<file path="config.mk">
export PLATFORM = sky130hd
export DESIGN_NAME = fifo_rr_scheduler
export DESIGN_NICKNAME = d
export VERILOG_FILES = /design/src/rtl/fifo_sched_pkg.sv /design/src/rtl/fifo_rr_scheduler_rr_pick.sv /design/src/rtl/fifo_rr_scheduler.sv
export SDC_FILE = /design/constraint.sdc
export NUM_CORES = 1
export LEC_CHECK = 0
export BUFFER_PORTS_ARGS = -buffer_cell sky130_fd_sc_hd__buf_2
export CAP_MARGIN = 25
export CORE_ASPECT_RATIO = 1.25
export CORE_MARGIN = 2
export CORE_UTILIZATION = 30
export CTS_BUF_LIST = sky130_fd_sc_hd__clkbuf_2 sky130_fd_sc_hd__clkbuf_4 sky130_fd_sc_hd__clkbuf_8
export DETAILED_ROUTE_END_ITERATION = 7
export SLEW_MARGIN = 20
export SYNTH_ARGS = -nofsm -noshare
export SYNTH_HDL_FRONTEND = slang
export SYNTH_SLANG_ARGS = --single-unit
</file>
<file path="constraint.sdc">
create_clock -name clk -period 4.83 [get_ports clk]
set_input_delay 0.2415 -clock clk [delete_from_list [all_inputs] [get_ports clk]]
set_output_delay 0.2415 -clock clk [all_outputs]
set_load 0.01 [all_outputs]
</file>
<file path="src/rtl/fifo_sched_pkg.sv">
// Shared types and constants for the FIFO round-robin drain scheduler.
package fifo_sched_pkg;

  // Width of each statistics counter.
  localparam int STATS_W = 32;

  typedef enum logic {
    IDLE = 1'b0,
    HOLD = 1'b1
  } sched_state_e;

  // Width of a queue index. It is never narrower than one bit.
  function automatic int src_w(input int n);
    return (n > 1) ? $clog2(n) : 1;
  endfunction

endpackage

</file>
<file path="src/rtl/fifo_rr_scheduler_rr_pick.sv">
// Rotating priority picker. It finds the first set request strictly after
// base and wraps around, so base itself has the lowest priority.
module rr_pick #(
  parameter int N  = 4,
  parameter int IW = 2
) (
  input  logic [N-1:0]  req,
  input  logic [IW-1:0] base,
  output logic          found,
  output logic [IW-1:0] idx
);

  // Scan offsets 1..N from base. The first hit wins.
  always_comb begin
    found = 1'b0;
    idx   = '0;
    for (int k = 1; k <= N; k++) begin
      if (!found && req[(int'(base) + k) % N]) begin
        found = 1'b1;
        idx   = IW'((int'(base) + k) % N);
      end
    end
  end

endmodule

</file>
<file path="src/rtl/fifo_rr_scheduler.sv">
// Weighted round-robin drain scheduler for a bank of FWFT FIFOs.
// Optional statistics: define FIFO_RR_SCHEDULER_STATS_EN to add the
// stall_cycles and per-queue pops counters.
module fifo_rr_scheduler
  import fifo_sched_pkg::*;
#(
  parameter int NUM_QUEUES = 4,
  parameter int DATA_WIDTH = 32,
  parameter int QUANTUM    = 4,
  localparam int SRC_W     = src_w(NUM_QUEUES)
) (
  input  logic                             clk,
  input  logic                             rst_n,
  input  logic [NUM_QUEUES-1:0]            q_empty,
  input  logic [NUM_QUEUES*DATA_WIDTH-1:0] q_dout,
  output logic [NUM_QUEUES-1:0]            q_shift_out,
  output logic [DATA_WIDTH-1:0]            m_data,
  output logic                             m_valid,
  input  logic                             m_ready,
  output logic [SRC_W-1:0]                 m_src
`ifdef FIFO_RR_SCHEDULER_STATS_EN
  ,
  output logic [STATS_W-1:0]               stall_cycles,
  output logic [NUM_QUEUES*STATS_W-1:0]    pops
`endif
);

  localparam int CNT_W = $clog2(QUANTUM + 1);

  sched_state_e     state, state_nxt;
  logic [SRC_W-1:0] cur, cur_nxt;
  logic [CNT_W-1:0] cnt, cnt_nxt;
  logic [SRC_W-1:0] sel, pick_idx;
  logic             have_sel, pick_found;
  logic             load_en;

  assign load_en = !m_valid || m_ready;

  rr_pick #(.N(NUM_QUEUES), .IW(SRC_W)) u_pick (
    .req   (~q_empty),
    .base  (cur),
    .found (pick_found),
    .idx   (pick_idx)
  );

  // Select a queue, drive the pop strobe and compute the next grant state.
  always_comb begin
    state_nxt   = state;
    cur_nxt     = cur;
    cnt_nxt     = cnt;
    sel         = pick_idx;
    have_sel    = pick_found;
    q_shift_out = '0;
    if (state == HOLD && !q_empty[cur] && cnt < CNT_W'(QUANTUM)) begin
      sel      = cur;
      have_sel = 1'b1;
    end
    if (rst_n && load_en) begin
      if (have_sel) begin
        q_shift_out[sel] = 1'b1;
        if (state == HOLD && sel == cur) begin
          cnt_nxt = cnt + CNT_W'(1);
        end else begin
          cur_nxt   = sel;
          cnt_nxt   = CNT_W'(1);
          state_nxt = HOLD;
        end
      end else begin
        state_nxt = IDLE;
      end
    end
  end

  // Grant state register. cur resets to the last queue, so the first search starts at queue 0.
  always_ff @(posedge clk) begin
    if (!rst_n) begin
      state <= IDLE;
      cur   <= SRC_W'(NUM_QUEUES - 1);
      cnt   <= '0;
    end else begin
      state <= state_nxt;
      cur   <= cur_nxt;
      cnt   <= cnt_nxt;
    end
  end

  // Output stage. It loads the popped word, or it empties when nothing is selectable.
  always_ff @(posedge clk) begin
    if (!rst_n) begin
      m_valid <= 1'b0;
      m_data  <= '0;
      m_src   <= '0;
    end else if (load_en) begin
      if (have_sel) begin
        m_data  <= q_dout[int'(sel)*DATA_WIDTH +: DATA_WIDTH];
        m_src   <= sel;
        m_valid <= 1'b1;
      end else begin
        m_valid <= 1'b0;
      end
    end
  end

`ifdef FIFO_RR_SCHEDULER_STATS_EN
  // Stall counter saturates at all-ones. The pop counters wrap.
  always_ff @(posedge clk) begin
    if (!rst_n) begin
      stall_cycles <= '0;
      pops         <= '0;
    end else begin
      if (m_valid && !m_ready && stall_cycles != '1) begin
        stall_cycles <= stall_cycles + STATS_W'(1);
      end
      for (int i = 0; i < NUM_QUEUES; i++) begin
        if (q_shift_out[i]) begin
          pops[i*STATS_W +: STATS_W] <= pops[i*STATS_W +: STATS_W] + STATS_W'(1);
        end
      end
    end
  end
`endif

endmodule

</file>
==> run summary, run 1 <==
The final wirelength is approximately 7700 um. The sink count of the clock tree came out at 41. The clock buffer count from CTS came out at 5. The share of total power dissipated in combinational logic is 0.465. The worst ir drop on vdd came out at 0.125 mV. STA classifies the critical path startpoint as a flop. For this run, the register share of the synthesized area comes to 0.318.

The via count is 2700. The number of remaining DRC errors is 0. The cell type with the largest total area after synthesis is dfxtp_1.

The number of DRC markers after the initial detailed-route iteration is approximately 110. The number of setup violations in the final report is 0. After floorplanning, the core was sized to cover just over 8000 um^2. The yosys synthesis warning count is 0. The routability-driven placement congestion ratio came out at just over 0.8. The share of power burned in registers is 0.356. The initial antenna violation count came out at 0.

The synthesized cell area is approximately 2600 um^2. The final cycle utilization of the critical path came out at 0.733. TritonCTS built the clock tree.

The transition time at the pin with the least slew margin is a little over 1 ns. Clock tree synthesis selected as its root buffer the cell clkbuf_8. The overall fraction of global-route tracks in use is 0.159. The post-cts sizing count is 0. The total inserted antenna cells came out at 0. The tool flagged a number of max-cap violations equal to 0.

The internal power came out at roughly 830 uW. The final-report max-slew violation count is 0. Synthesis produced ~280 cells.

The HPWL after detailed placement is 5970 um. The part of the power in the clock network came out at 0.180. The number of placed I/O pins is 174. The switching power came out at a little under 500 uW. The layer with the highest usage after global routing is met2.

After detailed routing, the number of vias per cell comes to a little over 5. The placement row count is 37. Among all stages on the critical path, the largest delay is contributed by dfxtp_1. For met3 alone, demand over resource in global routing was 0.0299. In this run the post-CTS setup repair buffer count came out at 0. The worst path required time came out at between 4 and 5 ns.

The routed wire length per instance came out at roughly 14 um. The largest single stage delay on the critical path is about 0.69 ns. At the later pin of the worst-skew pair, clock insertion delay measures between 0.2 and 0.3 ns.

The net count after synthesis came out at roughly 410. The min-delay analysis places its worst path in the category in -> reg. The area enclosed by the die boundary came out at 9380 um^2. Of the cells placed in the final design, the portion with a size suffix greater than 1 is 0.441.

The maximum clock rate came out at 283 MHz. The pin count of the biggest net entering global routing is 44. Power comes to ~1.3 mW. The flow ran to the end, and the final reports show no timing, DRC or antenna violations. The minimum period implied by the final worst setup slack came out at approximately 3.5 ns. In this run, distinct cell masters in the synthesized netlist total 44. The worst setup path is captured at an output pin. Setup repair after global routing left no endpoint under its margin. Summed over all cells, the static leakage comes to about 1.9 nW. Of all nets on the critical path, the largest fanout is 21. The flip-flop and latch count after synthesis came out at about 40. The aggregate global routing overflow came out at 0.

For this run, global-route usage on met2 was measured as 0.297. The power per unit of standard cell area came out at ~370 nW/um^2. After synthesis, the cell types taking the most area are dfxtp_1 32%, mux2i_1 25%, o221ai_1 12%. For the final database, setup skew stands at roughly 0.0080 ns. The relative slew slack came out at 0.314.

The clock transition at the register clock pins on the worst setup and hold paths after CTS is approximately 0.07 ns. With fillers left out, the area of the finished cells amounts to between 3000 and 4000 um^2. The detail route stage leaves a number of antenna-violating nets equal to 0. The final layout net count came out at 570. The via count of the first global-routing pass came out at about 2700. The number of I/O port buffers is approximately 170. From left edge to right edge, the die measures about 87 um.

At the end of the flow the core is filled with cells to 0.426. For this design, the CTS-stage hold fixing added 0 buffers. Counting both buffers and inverters, the worst setup path holds a total of 1. The final total negative setup slack is 0 ns.

The number of H-tree branching levels is 2. The met1 global-route usage came out at 0.177. The maximum clock insertion buffer count came out at 2. The area growth from synthesis to layout came out at 36.5%. The area fraction of the dominant cell type after synthesis came out at 0.318.

The data arrival time of the critical path came out at approximately 3.3 ns. By instance count, the cell type seen most on the critical path is mux2_2. Grouping stages by cell kind, the critical path spends the most delay in multiplexers. The total iterations of the first detailed-routing run came out at 4.

The mean instance size in the synthesized netlist came out at between 9 and 10 um^2. The signal on the critical path passes through mux2_2 -> mux2_2 -> a31oi_1 -> mux2i_4 -> nand3_1 -> nor2_1 -> buf_2. The startpoint-to-endpoint class of the critical path is reg -> out.

The number of hold violations in the final report is 0. The vertical die dimension is around 110 um. For this configuration, the core starts out at a cell density of 0.312. The cell area reported after detailed placement came out at 3430 um^2. Of the total power, the share spent switching nets is 0.373. The first-pass GRT wire length came out at 12000 um.
[per-stage QoR]
stage	hold WS, ns	cells	setup slack, ns
global placement	0.441	524	1.65
finish	0.191	532	1.29
detailed placement	0.444	524	1.59
floorplan	0.359	278	2.58
global route	0.191	532	0.961
CTS	0.187	532	1.26
[layout by cell type, fill, tap and decap left out, types with 3 or more instances in the layout]
cell and n:
buf_2 173, mux2i_1 64, dfxtp_1 41, o221ai_1 34, nand2_1 30, nand3_1 15, nor2_1 9, o21ai_0 7
clkbuf_8 6, and3b_1 3, mux2_2 3, a21oi_1 3, a31oi_1 3, buf_4 3
[kinds of logic (layout without fill, tap and decap cells)]
kind of cell,after synthesis,count (layout),share of synthesized area
and+or+nand+nor,75,75,0.144
adders and majority gates,1,1,0.00484
DFF,41,41,0.318
AOI/OAI and AO/OA,63,63,0.192
muxes,69,69,0.271
buffers and inverters,29,186,0.0712
[area by class of cell]
type / instances / area (um^2)
sequential: 41 / 821
fill: 817 / 4760
clock buffer: 6 / 82.6
clock inverter: 2 / 13.8
multi-input combinational: 208 / 1590
tap: 97 / 121
timing repair buffer: 176 / 888
inverter: 2 / 7.51
[cells in the mapped netlist (all sizes together)]
cell,count
o211a,2
a32o,1
a211oi,1
mux2i,65
and3b,3
ha,1
o221ai,34
inv,2
dfxtp,41
nand3,16
nand3b,1
a21boi,1
a32oi,1
or3,2
o31a,1
a31oi,3
buf,15
nor3b,1
a21oi,3
a311o,1
nand2b,1
o21a,1
and4b,1
nor2,9
and3,1
nor2b,1
nand2,30
o211ai,1
and2,3
or2,2
o21bai,2
o21ai,8
clkbuf,12
a21o,2
mux2,4
nand4,2
a22oi,1
nor3,1
nand4b,1
[routing by layer]
layer  part of all wire  wire length, um
met5                  0                0
met4              0.016              121
met3              0.058              450
met2               0.53             4090
met1               0.40             3050
[power by group through the flow]
stage / clock (mW) / sequential, mW / combinational (mW)
floorplan: 0 / 0.499 / 0.430
global placement: 0 / 0.476 / 0.610
detailed placement: 0 / 0.475 / 0.624
CTS: 0.248 / 0.470 / 0.625
global route: 0.260 / 0.481 / 0.673
finish: 0.237 / 0.469 / 0.613
[worst paths after layout]
check / from / end / slack [ns] / cells after the start
worst min-delay path: m_ready / state / 0.19 / 2
worst max register to register: cur[1] / m_data[3] / 1.71 / 6
worst min register to register: m_data[31] / m_data[31] / 0.47 / 2
worst max-delay path: cur[1] / q_shift_out[0] / 1.29 / 7
[registers in the layout (all words and copies together), names as in the netlist]
| register | cells |
|---|---|
| cnt | 3 |
| cur | 2 |
| m_data | 32 |
| m_src | 2 |
| m_valid | 1 |
| state | 1 |
No activity file was read; power rests on OpenSTA's default activity.
==> run 2: changes to the inputs <==
- clock period: 4.83 -> 3.35 ns (I/O delays scaled with it)
==> run summary, run 2 (same netlist as run 1, synthesis figures left out) <==
Ranked by flip-flop count, first place goes to m_data. In this run the critical register-to-register path is launched from cur[1]. Of the cells placed in the final design, the portion with a size suffix greater than 1 is 0.445.

The detailed placer's ending HPWL is 6030 um. Hold is met by around 0.11 ns. Entering global routing, the biggest net connects 29 pins. The flip-flop count of the largest register after layout came out at 32. The area growth from synthesis to layout came out at 39.4%. The CTS tree is built.

The clock insertion delay at the later pin of the skew report came out at 0.30 ns. The final cycle utilization of the critical path came out at 0.907. Leaving out fill and tap cells, the most frequent cell in the layout is buf_2. Measured on the finished design, the core utilization comes to 0.435. The quantity of hold-fixing buffers added after cts came out at 0. The post-cts sizing count is 0. The worst setup path is captured at an output pin.

The minimum period implied by the final worst setup slack came out at between 3 and 4 ns. The clock drives between 40 and 50 sinks. The vertical die dimension came out at 108 um. For the pin with the worst max-slew slack, the measured transition is 0.751 ns. The detail-routed via count per cell is around 5.1.

The worst pin sits at a relative slew slack of 0.499. The startpoint-to-endpoint class of the critical path is reg -> out. The final layout net count came out at 573. The number of placed I/O pins came out at ~170. The final wirelength came out at slightly below 8000 um. The via count of the first global-routing pass came out at roughly 2700. The overall fraction of global-route tracks in use came out at 0.160. For this configuration, the core starts out at a cell density of 0.312. The number of DRC markers after the initial detailed-route iteration is 98. Routability-driven placement finished with a final weighted congestion of roughly 0.87.

The final route contains ~2700 vias. The static leakage is 1.91 nW. The routed wire length per instance came out at roughly 15 um. The master cell of the clock root buffer is clkbuf_8. Tracing the worst setup path back leads to its startpoint at cur[1]. The startpoint class of the critical path is a flop. The final-report max-slew violation count is 0. Across the VDD grid, the largest voltage drop is approximately 0.32 mV. The number of setup violations in the final report came out at 0. The final clock skew came out at roughly 0.0081 ns. The initial antenna violation count is 0.

The final total negative setup slack came out at 0 ns. The number of I/O port buffers is between 150 and 200. The first-pass GRT wire length is ~12000 um. The detail route stage leaves a number of antenna-violating nets equal to 0. The clock buffer count from CTS is 5.

The number of remaining DRC errors is 0. In the layout the commonest cells are 173 x buf_2, 64 x mux2i_1, 41 x dfxtp_1. The path class of the tightest hold or removal check is in -> reg. The width of the die came out at 87.0 um.

The total iterations of the first detailed-routing run is 4. The top fanout value on the critical path is 25. The aggregate global routing overflow is 0. In this run the number of H-tree levels came out at 2.

The number of hold violations in the final report came out at 0. The floorplan has 37 rows. Setup repair after global routing left no endpoint under its margin. The run finished with clean final reports.

Clock-pin slew was measured on the worst setup and hold paths at ~0.080 ns. The power per unit of standard cell area came out at about 570 nW/um^2. In this run the most critical hold path is launched from m_ready. The number of buffers inserted to repair setup after CTS is 0. For the worst setup path, the data arrival time is roughly 2.9 ns. The maximum clock insertion buffer count came out at 2. The total inserted antenna cells is 0. The area enclosed by the die boundary came out at ~9400 um^2. The core box area came out at around 8300 um^2. In the final layout, the registers with the most flip-flops are m_data: 32 flops, cnt: 3 flops.

The worst path required time is 3.18 ns. The tool flagged a number of max-cap violations equal to 0. Based on the critical path, the design can be clocked at up to around 330 MHz.
## run 2: cell count changes in the layout (fill, tap and decap cells not counted), sizes merged
cell    delta
buf        +3
bufinv     +2
clkinv     -2
clkbuf     -1
inv        +1
## run 2: critical path, stage by stage, from the launching register on
cell and delay (ns):
dfxtp_1 0.67, mux2_4 0.36, or2_0 0.22, a311o_1 0.37
and2_2 0.42, buf_12 0.28, nor2_1 0.10, buf_2 0.14
## run 2: final cells by class
| type | instances | area, um^2 |
|---|---|---|
| clock buffers | 5 | 68.8 |
| clock inverters | 3 | 68.8 |
| fillers | 807 | 4680 |
| inverters | 2 | 7.51 |
| multi-input cells | 208 | 1590 |
| flip-flops and latches | 41 | 821 |
| well taps | 97 | 121 |
| repair buffers | 179 | 923 |
## run 2: routing by layer
layer  up-vias  share of wire  global-route usage  wire length (um)
li1       1381              -                   -                 -
met5         -              0                   0                 0
met3        12          0.057              0.0276               444
met1      1249           0.40               0.176              3130
met4         0          0.017              0.0480               136
met2       106           0.53               0.303              4140
## run 2: final timing paths
| path | to | slack [ns] | depth (start not counted) |
|---|---|---|---|
| worst max-delay path | q_shift_out[3] | 0.31 | 7 |
| worst min-delay path | state | 0.11 | 2 |
| worst max register to register | m_data[19] | 0.46 | 7 |
| worst min register to register | m_data[31] | 0.46 | 2 |
## run 2: per-stage QoR
step / power [mW] / setup WS, ns / area (um^2) / std cells
after floorplan: 1.34 / 1.10 / 2580 / 278
after global placement: 1.58 / 0.519 / 3470 / 527
after detailed placement: 1.60 / 0.427 / 3470 / 527
after CTS: 2.09 / 0.269 / 3600 / 535
after global routing: 2.19 / 0.135 / 3600 / 535
final: 2.07 / 0.310 / 3600 / 535
## run 2: power by group
| part | leakage, nW | total [mW] | internal, mW | switching (mW) |
|---|---|---|---|---|
| Clock | 0.0687 | 0.491 | 0.300 | 0.191 |
| Combinational | 1.50 | 0.897 | 0.438 | 0.459 |
| Sequential | 0.340 | 0.678 | 0.604 | 0.0738 |
==> run 3: changes to the inputs <==
- CORE_ASPECT_RATIO: 1.25 -> not set
==> run summary, run 3 (same netlist as run 1, synthesis figures left out) <==
The clock buffer count from CTS came out at 5. The number of remaining DRC errors came out at 0. The final clock skew is between 0.007 and 0.008 ns.

The power per unit of standard cell area is around 540 nW/um^2. The worst register-to-register path has a depth of 7. The top fanout value on the critical path came out at 13. The switching power is between 700 and 800 uW. The post-route worst setup slack came out at ~0.50 ns. The part of the power in the clock network came out at 0.193.

The number of buffers inserted to repair setup after CTS came out at 0. The worst register-to-register path begins at cur[0]. The detail-routed via count per cell came out at 4.96. Max-cap violations in this run came to 0.

The aggregate global routing overflow is 0. The instance count along the most critical hold path is 2. The area growth from synthesis to layout is 38.7%. The data arrival time of the critical path is between 2 and 3 ns. The maximum clock rate is around 350 MHz. Of the cells placed in the final design, the portion with a size suffix greater than 1 is 0.448. STA classifies the critical path startpoint as a flop. The endpoint identified for the worst register-to-register timing path is m_data[15]. The switching portion of total power came out at 0.367. The number of H-tree branching levels came out at 2. The internal power came out at around 1.2 mW. TritonCTS built the clock tree. The maximum single-stage delay on the critical path came out at between 0.5 and 0.6 ns. The library cells used most frequently in the layout, excluding fill and tap cells, are 173 x buf_2, 64 x mux2i_1, 41 x dfxtp_1. The quantity of hold-fixing buffers added after cts is 0.

The via count of the first global-routing pass came out at between 2000 and 3000. 174 I/O pins were placed. The number of setup violations in the final report came out at 0. The routed wire length per instance came out at between 10 and 15 um. The clock net in this run drives a total of between 40 and 50 sinks.

The largest individual stage delay along the critical path comes from the cell dfxtp_1. The largest register by flop count is m_data. The worst setup timing slack at the placement stage is just over 0.7 ns. The final total negative setup slack came out at 0 ns. The worst hold path terminates at state. The area enclosed by the die boundary is approximately 9400 um^2.

The tightest min-delay check is of the in -> reg type. The static leakage came out at 1.90 nW. CTS placed an instance of clkbuf_8 at the clock tree root.

The core box area came out at just over 8000 um^2. The routability-driven placement congestion ratio is roughly 0.86. The die is 96.8 um tall. For flop-to-flop paths, the worst setup slack is approximately 0.74 ns. The floorplan has 33 rows.

The number of I/O port buffers is around 170. The worst ir drop on vdd came out at approximately 0.18 mV. The total iterations of the first detailed-routing run is 4. The largest registers in the layout are m_data: 32 flops, cnt: 3 flops. The maximum clock insertion buffer count is 2. The final-report max-slew violation count came out at 0. The startpoint of the most critical hold path is m_ready. In this run, post-CTS repair resized a total of 0 instances.

The number of hold violations in the final report is 0. The number of antenna diodes in the final layout is 0. The worst path required time came out at about 3.2 ns. STA classifies the critical path endpoint as an output pin.

The number of nets with antenna violations after detailed routing is 0. The detailed placer's ending HPWL came out at between 5000 and 6000 um. The clock transition at the register clock pins on the worst setup and hold paths after CTS is around 0.08 ns.

The final wirelength came out at between 7000 and 8000 um. The flip-flop count of the largest register after layout came out at 32. The effective utilization at floorplan is 0.311. The initial antenna violation count was 0. The worst setup path is of the reg -> out kind.

The final layout net count came out at about 580. The first-pass GRT wire length came out at 12700 um. The width of the die came out at 96.8 um. The share of power burned in combinational logic came out at 0.464. Of the total power, registers draw 0.343.

The via count is between 2000 and 3000. The clock insertion delay at the later pin of the skew report is between 0.2 and 0.3 ns. The pin count of the biggest net entering global routing came out at 44. Setup repair after global routing left no endpoint under its margin. The end-of-flow core utilization is 0.432. Leaving out fill and tap cells, the most frequent cell in the layout is buf_2. The final cycle utilization of the critical path is 0.851. For the finished layout, the period the worst path requires is ~2.9 ns. After the first detailed-routing iteration, the DRC count stood at 60. For this run, the total global-route usage over all layers was measured as 0.161. The run finished with clean final reports.

The relative slew slack came out at 0.508. Traced cell by cell, the critical path runs through and4b_1 -> a22oi_1 -> a31oi_1 -> mux2i_4 -> nand3b_1 -> nor2_1 -> buf_2. The transition time at the pin with the least slew margin is 0.738 ns.
run 3: worst max-delay path by stage:
| stage | from | endpoint | depth (start not counted) |
|---|---|---|---|
| finish | cur[0] | q_shift_out[2] | 7 |
| global route | cur[1] | q_shift_out[2] | 8 |
| CTS | cur[0] | q_shift_out[2] | 7 |
| detailed placement | cur[1] | m_data[4] | 7 |
| global placement | cur[1] | m_data[1] | 7 |
| floorplan | cur[1] | m_data[0] | 9 |
run 3: area by class of cell:
type | count | area (um^2)
clock buffer | 7 | 96.3
clock inverter | 1 | 8.76
fill | 833 | 4710
inverter | 2 | 7.51
multi-input combinational | 208 | 1590
sequential | 41 | 821
tap | 105 | 131
timing repair buffer | 181 | 926
run 3: stage by stage:
step / hold slack [ns] / instance area (um^2) / std cells / total power, mW
global placement: 0.405 / 3480 / 537 / 1.57
detailed placement: 0.419 / 3480 / 537 / 1.59
global route: 0.119 / 3580 / 545 / 2.09
finish: 0.118 / 3580 / 545 / 1.94
floorplan: 0.285 / 2580 / 278 / 1.34
CTS: 0.111 / 3580 / 545 / 1.98
run 3: layer usage:
layer  wire [um]  GRT usage  share of wire  vias up
li1            -          -              -     1381
met1        3060      0.185           0.41     1198
met3         512     0.0434          0.068       12
met4         147     0.0466          0.020        0
met2        3810      0.290           0.51      113
met5           0          0              0        -
run 3: power by group through the flow:
stage | logic (mW) | clock network (mW) | registers [mW]
2_1_floorplan | 0.620 | 0 | 0.720
3_3_place_gp | 0.900 | 0 | 0.675
3_5_place_dp | 0.917 | 0 | 0.673
4_1_cts | 0.916 | 0.396 | 0.666
5_1_grt | 0.994 | 0.410 | 0.681
6_report | 0.900 | 0.374 | 0.666
run 3: worst max-delay path: cells and delay by family, from the launching register on:
kind,cells,cell delay [ns]
buffers and inverters,1,0.16
and+or+nand+nor,3,0.99
DFF,1,0.54
AOI/OAI and AO/OA,2,0.46
muxes,1,0.23
